## src/rtl/cpu_pkg.sv

```systemverilog
// Shared CPU control-path types: machine state and jump-select
// encodings, instruction width. Imported by the fetch front end.
package cpu_pkg;

  localparam int INSTR_W = 16;

  // Encoding is shared with the decoder: HALT (11) asserts none of
  // its fetch/exec1/exec2 strobes.
  typedef enum logic [1:0] {
    ST_FETCH = 2'b00,
    ST_EXEC1 = 2'b10,
    ST_EXEC2 = 2'b01,
    ST_HALT  = 2'b11
  } state_t;

  localparam logic [1:0] JS_REG    = 2'b00;
  localparam logic [1:0] JS_DIRECT = 2'b01;
  localparam logic [1:0] JS_RET    = 2'b10;

endpackage

```

## src/rtl/pc_unit.sv

```systemverilog
// Program counter: jump target mux, increment and load priority.
// Ports: clock/reset, hold (freeze), sload/cnt_en, jump_sel,
// direct field, reg_target, stack_ret_addr -> target, pc.
module pc_unit
  import cpu_pkg::*;
#(
  parameter int PC_W = 16,
  parameter logic [PC_W-1:0] RESET_PC = '0,
  parameter int DIRECT_W = 12
) (
  input  logic                clock,
  input  logic                reset,
  input  logic                hold,
  input  logic                sload,
  input  logic                cnt_en,
  input  logic [1:0]          jump_sel,
  input  logic [DIRECT_W-1:0] direct,
  input  logic [PC_W-1:0]     reg_target,
  input  logic [PC_W-1:0]     stack_ret_addr,
  output logic [PC_W-1:0]     target,
  output logic [PC_W-1:0]     pc
);

  // 11 is unused by the decoder and aliases the direct field.
  always_comb begin
    target = PC_W'(direct);
    unique case (jump_sel)
      JS_REG:  target = reg_target;
      JS_RET:  target = stack_ret_addr;
      default: target = PC_W'(direct);
    endcase
  end

  always_ff @(posedge clock or posedge reset) begin
    if (reset) begin
      pc <= RESET_PC;
    end else if (!hold) begin
      if (sload) begin
        pc <= target;
      end else if (cnt_en) begin
        pc <= pc + PC_W'(1);
      end
    end
  end

endmodule

```

## src/rtl/fetch_sequencer.sv

```systemverilog
// CPU front end: state machine, instruction register, PC and
// instruction-RAM address. Ports: clock/reset, ram_instr_q, decoder
// controls (sm_extra, stop, pc_sload, pc_cnt_en, jump_sel,
// ram_instr_addr_sel), reg_target, stack_ret_addr -> state,
// instruction, pc, ram_instr_addr, halted, retired_count.
module fetch_sequencer
  import cpu_pkg::*;
#(
  parameter int PC_W = 16,
  parameter logic [PC_W-1:0] RESET_PC = '0,
  parameter int DIRECT_W = 12
) (
  input  logic               clock,
  input  logic               reset,
  input  logic [INSTR_W-1:0] ram_instr_q,
  input  logic               sm_extra,
  input  logic               stop,
  input  logic               pc_sload,
  input  logic               pc_cnt_en,
  input  logic [1:0]         jump_sel,
  input  logic               ram_instr_addr_sel,
  input  logic [PC_W-1:0]    reg_target,
  input  logic [PC_W-1:0]    stack_ret_addr,
  output logic [1:0]         state,
  output logic [INSTR_W-1:0] instruction,
  output logic [PC_W-1:0]    pc,
  output logic [PC_W-1:0]    ram_instr_addr,
  output logic               halted,
  output logic [15:0]        retired_count
);

  state_t state_q;
  state_t state_d;
  logic [PC_W-1:0] target;
  logic pc_hold;
  logic retire;

  assign state = state_q;

  always_comb begin
    state_d = state_q;
    unique case (state_q)
      ST_FETCH: state_d = ST_EXEC1;
      ST_EXEC1: state_d = sm_extra ? ST_EXEC2 : ST_FETCH;
      ST_EXEC2: state_d = ST_FETCH;
      default:  state_d = ST_HALT;
    endcase
    if (state_q != ST_HALT && stop) begin
      state_d = ST_HALT;
    end
  end

  // EXEC1->HALT is the stp instruction completing, so it retires;
  // stops taken from FETCH or EXEC2 do not.
  assign retire =
    (state_q == ST_EXEC1 && state_d != ST_EXEC2) ||
    (state_q == ST_EXEC2 && state_d == ST_FETCH);

  assign pc_hold = (state_q == ST_HALT) || stop;

  always_ff @(posedge clock or posedge reset) begin
    if (reset) begin
      state_q       <= ST_FETCH;
      instruction   <= '0;
      halted        <= 1'b0;
      retired_count <= '0;
    end else begin
      state_q <= state_d;
      halted  <= (state_d == ST_HALT);
      if (state_q == ST_FETCH) begin
        instruction <= ram_instr_q;
      end
      if (retire && retired_count != 16'hFFFF) begin
        retired_count <= retired_count + 16'd1;
      end
    end
  end

  pc_unit #(
    .PC_W    (PC_W),
    .RESET_PC(RESET_PC),
    .DIRECT_W(DIRECT_W)
  ) u_pc (
    .clock         (clock),
    .reset         (reset),
    .hold          (pc_hold),
    .sload         (pc_sload),
    .cnt_en        (pc_cnt_en),
    .jump_sel      (jump_sel),
    .direct        (instruction[DIRECT_W-1:0]),
    .reg_target    (reg_target),
    .stack_ret_addr(stack_ret_addr),
    .target        (target),
    .pc            (pc)
  );

  assign ram_instr_addr = ram_instr_addr_sel ? target : pc;

endmodule

```

## config.mk

```make
export PLATFORM = sky130hd
export DESIGN_NAME = fetch_sequencer
export DESIGN_NICKNAME = d
export VERILOG_FILES = /design/src/rtl/cpu_pkg.sv /design/src/rtl/pc_unit.sv /design/src/rtl/fetch_sequencer.sv
export SDC_FILE = /design/constraint.sdc
export NUM_CORES = 1
export LEC_CHECK = 0
export ABC_AREA = 1
export CORE_AREA = 4 4 100 102
export CTS_BUF_LIST = sky130_fd_sc_hd__clkbuf_4
export DETAILED_ROUTE_END_ITERATION = 7
export DIE_AREA = 0 0 104 106
export HOLD_SLACK_MARGIN = 0.15
export PLACE_DENSITY = 0.77
export RECOVER_POWER = 25
export SLEW_MARGIN = 5
export SYNTH_ARGS = -nofsm -noshare
export SYNTH_HDL_FRONTEND = slang
export SYNTH_HIERARCHICAL = 1
export SYNTH_SLANG_ARGS = --single-unit
```

## constraint.sdc

```tcl
create_clock -name clock -period 2.05 [get_ports clock]
set_input_delay 0.41 -clock clock [delete_from_list [all_inputs] [get_ports clock]]
set_output_delay 0.41 -clock clock [all_outputs]
set_load 0.03 [all_outputs]
```

# After elaboration in Yosys (flattened, before gate mapping)
# Cells that the tools add are included.
# totals
input_bits	57
output_inout_bits	67
elab_cells	34
register_bits	51
# classes
n_mux	7
n_reduce_logical	11
bitwise	1
addsub	2
n_eq_ne	8
# op_table
operator	n
16-bit two-way mux	3
16-bit by 1-bit adder with 16-bit output (second input constant)	2
16-bit case mux with 2 select lines	1
16-bit != test (second input constant)	1
2-bit equality test (second input constant)	4
2-bit logical NOT	3
2-bit case mux with 3 select lines	1
1-bit logical AND	4
2-bit by 1-bit equality test with 1-bit output (second input constant)	1
1-bit logical OR	2
2-bit two-way mux	1
2-bit by 1-bit != test with 1-bit output (second input constant)	1
2-bit != test (second input constant)	1
2-bit AND reduction	1
2-bit nonzero test	1
1-bit two-way mux	1
1-bit inverter	1

# Longest topological paths before layout
# Gate-level depths: netlist (run 1).
# logic_depth
word_depth	7
mapped_depth	10
ltp_nobuf	9

# By module
# The synthesis (run 1) kept the hierarchy.
# modules_own_cells
module	seq_area_each_um2	area_each_um2	cells_each	n_inst
fetch_sequencer	875.8	2073.2	223	1
pc_unit	400.4	1471.4	245	1

# Worst setup path after synthesis (run 1)
# Ideal clock, no wire load.
# synth_path
path_type	flip-flop to flip-flop
start	register state_q[0] (netlist: state[0])
end	register retired_count[7]
stages_incl_launch_ff	10
setup_ns	0.119
t_required_ns	1.931
path_buffers	1
t_arrival_ns	1.668
path_slack_ns	0.263
path_cell_list	dfrtp_1 > inv_1 > ha_1 > a21boi_0 > nand2_1 > nand2_2 > nor2_4 > buf_6 > nand2_2 > o21ai_2
# synth_between
elab_chain_len	7
elab_cells_between_ends	13
# synth_lines
item	line	rtl
start: declaration	fetch_sequencer.sv:32	state_t state_q;
start signal: assignment	fetch_sequencer.sv:68	state_q <= state_d;
2-bit by 1-bit equality test with 1-bit output, or another cell as far along	fetch_sequencer.sv:42, fetch_sequencer.sv:57	
2-bit case mux with 3 select lines / 1-bit logical AND (equally long branches)	fetch_sequencer.sv:42, fetch_sequencer.sv:48	
2-bit two-way mux	fetch_sequencer.sv:48	if (state_q != ST_HALT && stop) begin
2-bit by 1-bit != test with 1-bit output / 2-bit logical NOT (equally long branches)	fetch_sequencer.sv:56, fetch_sequencer.sv:57	
1-bit logical AND, on equally long branches	fetch_sequencer.sv:56, fetch_sequencer.sv:57	
1-bit logical OR *	fetch_sequencer.sv:56	(state_q == ST_EXEC1 && state_d != ST_EXEC2) ||
1-bit logical AND *	fetch_sequencer.sv:73	if (retire && retired_count != 16'hFFFF) begin
end signal: assignment	fetch_sequencer.sv:74	retired_count <= retired_count + 16'd1;
end: declaration	fetch_sequencer.sv:29	output logic [15:0] retired_count
# Every way passes the cells marked *; elsewhere a longest branch is shown, timed or not.
# A chain may end at the register's enable or synchronous reset.

# Final worst setup path (run 1)
# layout_path
start	input port ram_instr_addr_sel
end	output port ram_instr_addr[10]
# layout_between
elab_chain_len	1
# layout_lines
item	line	rtl
start: declaration	fetch_sequencer.sv:21	input logic ram_instr_addr_sel,
16-bit two-way mux	fetch_sequencer.sv:97	assign ram_instr_addr = ram_instr_addr_sel ? target : pc;
end: declaration	fetch_sequencer.sv:27	output logic [PC_W-1:0] ram_instr_addr,
# Every way passes these cells.

==> results of run 1 <==
==> power groups by stage <==
stage | Sequential, uW | Clock [uW] | Combinational [uW]
floorplan | 1030 | 0 | 139
global placement | 1030 | 0 | 329
detailed placement | 1030 | 0 | 331
CTS | 1010 | 476 | 341
global route | 1010 | 506 | 365
finish | 1010 | 445 | 337
==> cell usage in the layout, fill, tap and decap left out, types with 5 or more instances in the layout <==
| cell type | count |
|---|---|
| o21ai_1 | 7 |
| buf_4 | 40 |
| nand2_2 | 15 |
| buf_12 | 5 |
| clkdlybuf4s50_1 | 99 |
| dfrtp_1 | 51 |
| nand4_1 | 11 |
| o21ai_2 | 8 |
| nor2_1 | 39 |
| inv_1 | 41 |
| a21oi_1 | 13 |
| nor2_4 | 6 |
| nand2_1 | 149 |
| clkbuf_4 | 6 |
| mux2_2 | 32 |
| nand3_1 | 31 |
| ha_1 | 6 |
| o21ai_0 | 19 |
| nand3_2 | 8 |
| dlymetal6s2s_1 | 5 |
| xor2_1 | 7 |
==> path summary, 6_finish.rpt <==
check                           depth (start not counted)  slack [ns]                            end
worst max-delay path                                    4        0.04             ram_instr_addr[10]
worst min-delay path                                    1        0.53    instruction[15]$_DFFE_PP0N_
worst max register to register                          9        0.21  retired_count[11]$_DFFE_PP0P_
worst min register to register                          1        0.53    instruction[15]$_DFFE_PP0N_
max in group asynchronous                               3        0.77   retired_count[8]$_DFFE_PP0P_
min in group asynchronous                               2        0.59        u_pc/pc[10]$_DFFE_PP0P_
==> metal layers <==
| layer | vias to the layer above | global-route usage, % | part of all wire [%] |
|---|---|---|---|
| li1 | 1813 | - | - |
| met5 | - | 0 | 0 |
| met3 | 18 | 4.01 | 7.2 |
| met1 | 1719 | 24.1 | 42 |
| met4 | 0 | 4.84 | 1.8 |
| met2 | 150 | 32.8 | 49 |
==> kinds of logic (layout without fill, tap and decap cells) <==
family,Yosys count,count (layout),share of synthesized area (%)
XOR/XNOR,9,9,2.22
adder cells (fa/ha/maj),6,6,2.12
flip-flops,51,51,36.0
AO/OA/AOI/OAI,48,48,7.69
multiplexers,32,32,10.2
buffers and inverters,59,205,7.52
AND/OR/NAND/NOR,263,263,34.3
==> cell type report <==
class,count,share of cell area (%)
multi-input cells,358,39.1
flip-flops and latches,51,24.9
clock buffers,6,0.879
repair buffers,153,29.0
clock inverters,2,0.147
well taps,111,2.71
inverters,44,3.22
==> per-stage QoR <==
| stage | cell area [um2] | power, uW | util, % | hold WS, ns |
|---|---|---|---|---|
| after global routing | 5120 | 1880 | 56.2 | 0.551 |
| after detailed placement | 5020 | 1360 | 55.1 | 0.497 |
| after CTS | 5110 | 1820 | 56.1 | 0.442 |
| after floorplan | 3540 | 1160 | - | 0.324 |
| after global placement | 5020 | 1350 | 55.1 | 0.491 |
| final | 5120 | 1790 | 56.2 | 0.526 |
==> flip-flops by register name (all words and copies together) (netlist names) <==
| signal | cells |
|---|---|
| instruction | 16 |
| u_pc/pc | 16 |
| halted | 1 |
| state | 2 |
| retired_count | 16 |
==> timing repair <==
action                                  4_1_cts  5_1_grt
setup buffers                                 2        0
resized for setup                             3        6
endpoints found under the setup margin       16        6
pin swaps                                     2        0
==> impl_results.md, run 1 <==
- Run status: completed
- Vias in the first global route: 3,765
- Post-layout min period: 2.01 ns
- CP Max Fanout: 16
- Initial Util: 38.9%
- I/O Buffers: 123
- FMAX: 0.499 GHz
- Die area: 11,000 um2
- H-tree levels: 2
- Die X: 104 um
- Buffer and inverter count on the worst path: 3
- Largest net degree at the start of global routing: 36
- Post-synthesis average cell area: 7.57 um2
- Yosys warning total: 6
- Max Cap Viol: 0
- Top cell types by occurrence after synthesis: 149 x nand2_1, 51 x dfrtp_1, 42 x inv_1
- WS Path Type: in2out
- Worst setup path start: ram_instr_addr_sel
- Post-CTS Hold Fix Bufs: 0
- R2r startpoint: state[0]$_DFF_PP0_
- Via count: 3,700
- Final Cycle Share: 97.8%
- CTS tree: yes
- WP data required: 1.64 ns
- DRC errors left: 0
- Detailed placement HPWL: 8.24 mm
- Clock tree buffer depth: 2
- Slew Viols, Final: 0
- Library cells used by synthesis: 27
- Max_slew headroom: 43.5%
- Die Y: 106 um
- Register Area: 1280 um2
- Max incr delay on CP: 0.51 ns
- Fin cells: 725
- VDD IR max: 242 uV
- Post-Route WL: 10.4 mm
- Critical Path Start Type: input pin
- Total GRT Usage: 18.9%
- Multi-input gate area: 2000 um2
- Arr. time, crit path: 1.60 ns
- PD cells: 349 nW/um2
- Comb pwr share: 18.9%
- Most common cell in the netlist: nand2_1
- Sink Count: 51
- Number of synthesized flops with an enable pin: 0
- Async SR Flop Fraction: 100%
- GRT overflow: 0
- Yosys top cell by area: dfrtp_1
- # rows: 35
- N_diodes: 0
- Synthesis-to-finish area growth: 44.5%
- Fin Setup TNS: 0 ns
- Initial antenna violation count: 0
- Clock skew: 0.00613 ns
- Register area share after synthesis: 36.0%
- Routed WL per cell: 14.3 um
- DR vias/cell: 5.10
- Seq cells post-synth: 51
- Crit path max-delay family: buffers and inverters
- First DRT Iteration DRCs: 151
- Top cells by area, synth: dfrtp_1 36%, nand2_1 16%, mux2_2 10%
- ANT nets after route: 0
- Inserted Clock Buffers: 5
- Top-area cell type share of the netlist area: 36.0%
- First-pass GRT wire length: 17.5 mm
- DP Cell Count: 715
- Setup Viol. Count Final: 0
- Fillers: 853
- Slew at the pin closest to its max-slew limit: 0.848 ns
- Core box area: 9110 um2
- Crit path capture type: primary output
- Final Hold Viols: 0
- Mapped Area: 3540 um2
- Clock Power Share: 24.9%
- NetSw: 454 uW
- Synth Net Count: 531
- Leak: 0.00251 uW
- Post-Synthesis Cells: 468
- Critical-path cell list: clkdlybuf4s50_1, buf_12, mux2_2, buf_4
- Worst slack, placed: -0.259 ns
- Seq pwr share: 56.2%
- Final WS setup: 0.0448 ns
- Nets@finish: 676
- RSZ-0062 raised after global routing: false
- Switch share: 25.4%
- Layout cells sized above 1: 20.7%
- Clock Pin Slew Worst Setup and Hold Paths: 0.14 ns
- Root Buffer: clkbuf_4
- Pre-Repair DR Iteration Count: 5
- Worst min path class: reg2reg
- GPL Wtd Cong: 0.865
- Slowest-stage cell, CP: clkdlybuf4s50_1
- Clk Latency, worst-skew pair: 0.35 ns
- Internal cell power: 1330 uW
- Worst hold path startpoint: instruction[15]$_DFFE_PP0N_
- I/O pins: 124
- Ys flop type: dfrtp_1
Note: power is estimated with default switching activity, not from simulation.
==> run 2: changes to the inputs <==
- clock period: 2.05 -> 2.1 ns (I/O delays scaled with it)
==> run 2 against run 1 <==
Effect of this change: clock power decreased by 6.5%; via count decreased by 0.95%; clock skew increased by 0.0060 ns; wire length increased by 1.4%; utilization decreased by 0.34 points; clock-buffer cell count decreased by 1; non-clock buffer count decreased by 2; die area unchanged; largest cell class unchanged.
==> impl_results.md, run 2 (synthesized netlist as in run 1, its figures left out) <==
- Total GRT Usage: 19.1%
- Pre-Repair DR Iteration Count: 5
- First-pass GRT wire length: 17.6 mm
- Final core occ: 55.9%
- Final Cycle Share: 96.6%
- Switch share: 25.6%
- Post-CTS Hold Fix Bufs: 0
- Nets@finish: 674
- PD cells: 340 nW/um2
- Flop2flop setup slack: 0.24 ns
- Max Cap Viol: 0
- Comb pwr share: 19.2%
- GPL Wtd Cong: 0.881
- Met2 wire len: 5.43 mm
- Die X: 104 um
- Slew Viols, Final: 0
- Metal1 wirelength: 4.36 mm
- Root Buffer: clkbuf_4
- GRT overflow: 0
- VDD IR max: 208 uV
- Die area: 11,000 um2
- Max_slew headroom: 41.2%
- Max incr delay on CP: 0.51 ns
- Leak: 0.00242 uW
- I/O Buffers: 123
- Most frequent cells in the layout: 149 x nand2_1, 103 x clkdlybuf4s50_1, 51 x dfrtp_1
- Initial antenna violation count: 0
- DR vias/cell: 5.08
- Arr. time, crit path: 1.61 ns
- Final Hold Viols: 0
- Core box area: 9110 um2
- CP Max Fanout: 16
- Clk Latency, worst-skew pair: 0.35 ns
- Worst setup path start: ram_instr_addr_sel
- Seq pwr share: 56.8%
- Top layer in use: met4
- H-tree levels: 2
- Worst min path class: reg2reg
- CTS tree: yes
- Vias in the first global route: 3,628
- Clock skew: 0.0121 ns
- Layout cells sized above 1: 20.5%
- WS Path Type: in2out
- Internal cell power: 1290 uW
- Inserted Clock Buffers: 5
- Clock tree buffer depth: 2
- Clock Pin Slew Worst Setup and Hold Paths: 0.13 ns
- Critical-path cell list: clkdlybuf4s50_1, buf_12, mux2_2, buf_4
- First DRT Iteration DRCs: 151
- Initial Util: 38.9%
- Via count: 3,665
- Crit path capture type: primary output
- R2r startpoint: state[0]$_DFF_PP0_
- I/O pins: 124
- Worst hold path startpoint: instruction[15]$_DFFE_PP0N_
- Met3 wire len: 665 um
- Routed WL per cell: 14.5 um
- Detailed placement HPWL: 8.24 mm
- Commonest non-fill, non-tap cell in the layout: nand2_1
- RSZ-0062 raised after global routing: false
- Largest net degree at the start of global routing: 36
- Setup Viol. Count Final: 0
- Fin cells: 722
- WP data required: 1.68 ns
- Run status: completed
- Slew at the pin closest to its max-slew limit: 0.881 ns
- # rows: 35
- Critical Path Start Type: input pin
- Top Registers: instruction: 16 flops, retired_count: 16 flops, u_pc/pc: 16 flops
- Clock Power Share: 24.0%
- Die Y: 106 um
- Synthesis-to-finish area growth: 43.6%
- FMAX: 0.493 GHz
- Post-Route WL: 10.5 mm
- DP Cell Count: 713
- Slowest-stage cell, CP: clkdlybuf4s50_1
- DRC errors left: 0
- NetSw: 444 uW
- N_diodes: 0
- ANT nets after route: 0
- Post-layout min period: 2.03 ns
- Sink Count: 51
## run 2: cell types whose count changed in the layout (fill, tap and decap cells not counted), sizes merged
cell           delta
clkdlybuf4s50     +4
dlymetal6s2s      -4
buf               -2
clkbuf            -1
## run 2: worst paths after layout
kind,endpoint,depth (start not counted)
max,ram_instr_addr[11],4
min,instruction[15]$_DFFE_PP0N_,1
max reg2reg,retired_count[9]$_DFFE_PP0P_,9
min reg2reg,instruction[15]$_DFFE_PP0N_,1
max in group asynchronous,instruction[1]$_DFFE_PP0N_,3
min in group asynchronous,u_pc/pc[9]$_DFFE_PP0P_,2
## run 2: area by class of cell
cell class                 instances  area [um2]
inverter                          44         165
fill                             855        4020
multi-input combinational        358        2000
clock buffer                       5        37.5
sequential                        51        1280
tap                              111         139
timing repair buffer             151        1460
clock inverter                     2        8.76
## run 2: power by group through the flow
stage          Sequential, uW  Clock, uW  Combinational [uW]
2_1_floorplan            1000          0                 136
4_1_cts                   982        445                 335
5_1_grt                   983        486                 360
3_5_place_dp             1000          0                 325
3_3_place_gp             1000          0                 323
6_report                  982        416                 332
## run 2: layer usage
layer  global-route usage (%)  up-vias
met5                        0        -
met4                     3.04        0
met3                     3.52        6
met2                     34.3      131
met1                     24.3     1730
li1                         -     1798
## run 2: metrics by stage
stage                     instance area [um2]  setup WS, ns  hold slack, ns  TNS [ns]  total power (uW)
final                                    5090        0.0709           0.525         0              1730
after global routing                     5090        0.0122           0.556         0              1830
after CTS                                5090        0.0187           0.453         0              1760
after detailed placement                 5010        -0.251           0.500     -3.57              1330
after global placement                   5010        -0.187           0.490     -2.77              1320
after floorplan                          3540         0.313           0.334         0              1140
## run 2: worst max-delay path, delay by kind of cell
kind,cells,cell delay [ns]
buf+inv,3,0.84
mux,1,0.35
## run 2: what timing repair did
action                                  4_1_cts  5_1_grt
endpoints found under the setup margin       16        2
setup buffers                                 2        0
hold endpoints to repair                      0        0
pin swaps                                     2        0
gates resized for setup                       3        2
==> run 3: changes to the inputs <==
- HOLD_SLACK_MARGIN: 0.15 -> 0.02
- SKIP_CTS_REPAIR_TIMING: unset -> 1
==> run 3 against run 2 <==
Effect of this change: cell count stayed put; setup slack hardly changed; design area is 0.12% higher; sequential power hardly changed.
==> impl_results.md, run 3 (synthesized netlist as in run 1, its figures left out) <==
- Clock Pin Slew Worst Setup and Hold Paths: 0.13 ns
- Synthesis-to-finish area growth: 43.8%
- Die X: 104 um
- Fin cells: 722
- CP Max Fanout: 16
- Initial Util: 38.9%
- Nets@finish: 674
- RSZ-0062 raised after global routing: false
- Final Hold Viols: 0
- VDD IR max: 209 uV
- Pre-Repair DR Iteration Count: 5
- Routed WL per cell: 14.5 um
- Max Cap Viol: 0
- Clock tree buffer depth: 2
- CTS tree: yes
- DR vias/cell: 5.07
- Buffer and inverter count on the worst path: 3
- Final Cycle Share: 96.6%
- Via count: 3,660
- I/O Buffers: 123
- Detailed placement HPWL: 8.24 mm
- Layout cells sized above 1: 20.5%
- Crit path max-delay family: buffers and inverters
- Most frequent cells in the layout: 149 x nand2_1, 103 x clkdlybuf4s50_1, 51 x dfrtp_1
- GRT overflow: 0
- Comb pwr share: 19.2%
- Post-Route WL: 10.5 mm
- Setup Viol. Count Final: 0
- # rows: 35
- Post-layout min period: 2.03 ns
- First DRT Iteration DRCs: 156
- Sink Count: 51
- Top Registers: instruction: 16 flops, retired_count: 16 flops, u_pc/pc: 16 flops
- Crit path capture type: primary output
- Leak: 0.00243 uW
- WHS: 0.524 ns
- Fillers: 855
- GPL Wtd Cong: 0.881
- DP Cell Count: 713
- Largest net degree at the start of global routing: 36
- WP data required: 1.68 ns
- Worst min path class: reg2reg
- Total GRT Usage: 19.0%
- I/O pins: 124
- Max_slew headroom: 41.3%
- Core box area: 9110 um2
- H-tree levels: 2
- Multi-input gate area: 2000 um2
- Inserted Clock Buffers: 5
- Initial antenna violation count: 0
- Switch share: 25.7%
- Seq pwr share: 56.7%
- DRC errors left: 0
- Critical-path cell list: clkdlybuf4s50_1, buf_12, mux2_2, buf_4
- Clk Latency, worst-skew pair: 0.36 ns
- Commonest non-fill, non-tap cell in the layout: nand2_1
- WS Path Type: in2out
- Root Buffer: clkbuf_4
- Vias in the first global route: 3,610
- ANT nets after route: 0
- Register Area: 1280 um2
- Internal cell power: 1290 uW
- Arr. time, crit path: 1.61 ns
- PD cells: 340 nW/um2
- Max incr delay on CP: 0.51 ns
- Die Y: 106 um
- First-pass GRT wire length: 17.5 mm
- Die area: 11,000 um2
- Slowest-stage cell, CP: clkdlybuf4s50_1
- Run status: completed
- Slew at the pin closest to its max-slew limit: 0.880 ns
- Clock skew: 0.0163 ns
- FMAX: 0.493 GHz
- Clock Power Share: 24.1%
- NetSw: 446 uW
- Critical Path Start Type: input pin
- Slew Viols, Final: 0
- N_diodes: 0
==> run 3: cell count changes in the layout (fill, tap and decap cells not counted), sizes merged <==
cell | previous run | this run
clkdlybuf4s15 | 1 | 0
dlygate4sd2 | 1 | 0
dlymetal6s2s | 1 | 3
==> run 3: path summary, 6_finish.rpt <==
check,slack (ns),start,end,cells after the start
min in group asynchronous,0.59,reset,u_pc/pc[9]$_DFFE_PP0P_,2
hold reg to reg,0.52,instruction[15]$_DFFE_PP0N_,instruction[15]$_DFFE_PP0N_,1
max in group asynchronous,0.76,reset,retired_count[15]$_DFFE_PP0P_,3
hold / removal,0.52,instruction[15]$_DFFE_PP0N_,instruction[15]$_DFFE_PP0N_,1
setup / recovery,0.07,ram_instr_addr_sel,ram_instr_addr[11],4
setup reg to reg,0.24,state[0]$_DFF_PP0_,retired_count[9]$_DFFE_PP0P_,9
==> run 3: cell type report <==
cell class                      count  share of cell area [%]
Multi-Input combinational cell    358                    39.3
Timing Repair Buffer              151                    28.8
Sequential cell                    51                    25.0
Inverter                           44                    3.24
Tap cell                          111                    2.72
Clock buffer                        5                   0.736
Clock inverter                      2                   0.172
==> run 3: power by group through the flow <==
stage,clock network (uW),logic (uW),registers [uW]
finish,418,332,982
global route,486,360,983
global placement,0,323,1000
CTS,445,327,982
floorplan,0,136,1000
detailed placement,0,325,1000
==> run 3: metrics by stage <==
step / setup slack [ns] / cell area, um2 / total power, uW / utilization [%] / TNS, ns
after CTS: -0.254 / 5050 / 1750 / 55.5 / -3.66
final: 0.0710 / 5100 / 1730 / 56.0 / 0
after global placement: -0.187 / 5010 / 1320 / 55.0 / -2.77
after detailed placement: -0.251 / 5010 / 1330 / 55.0 / -3.57
after floorplan: 0.313 / 3540 / 1140 / - / 0
after global routing: 0.0122 / 5100 / 1830 / 56.0 / 0
==> run 3: layer usage <==
metal	part of all wire [%]	global-route usage (%)
met1	42	24.2
met2	51	34.2
met3	6.2	3.52
met4	0.40	3.04
met5	0	0
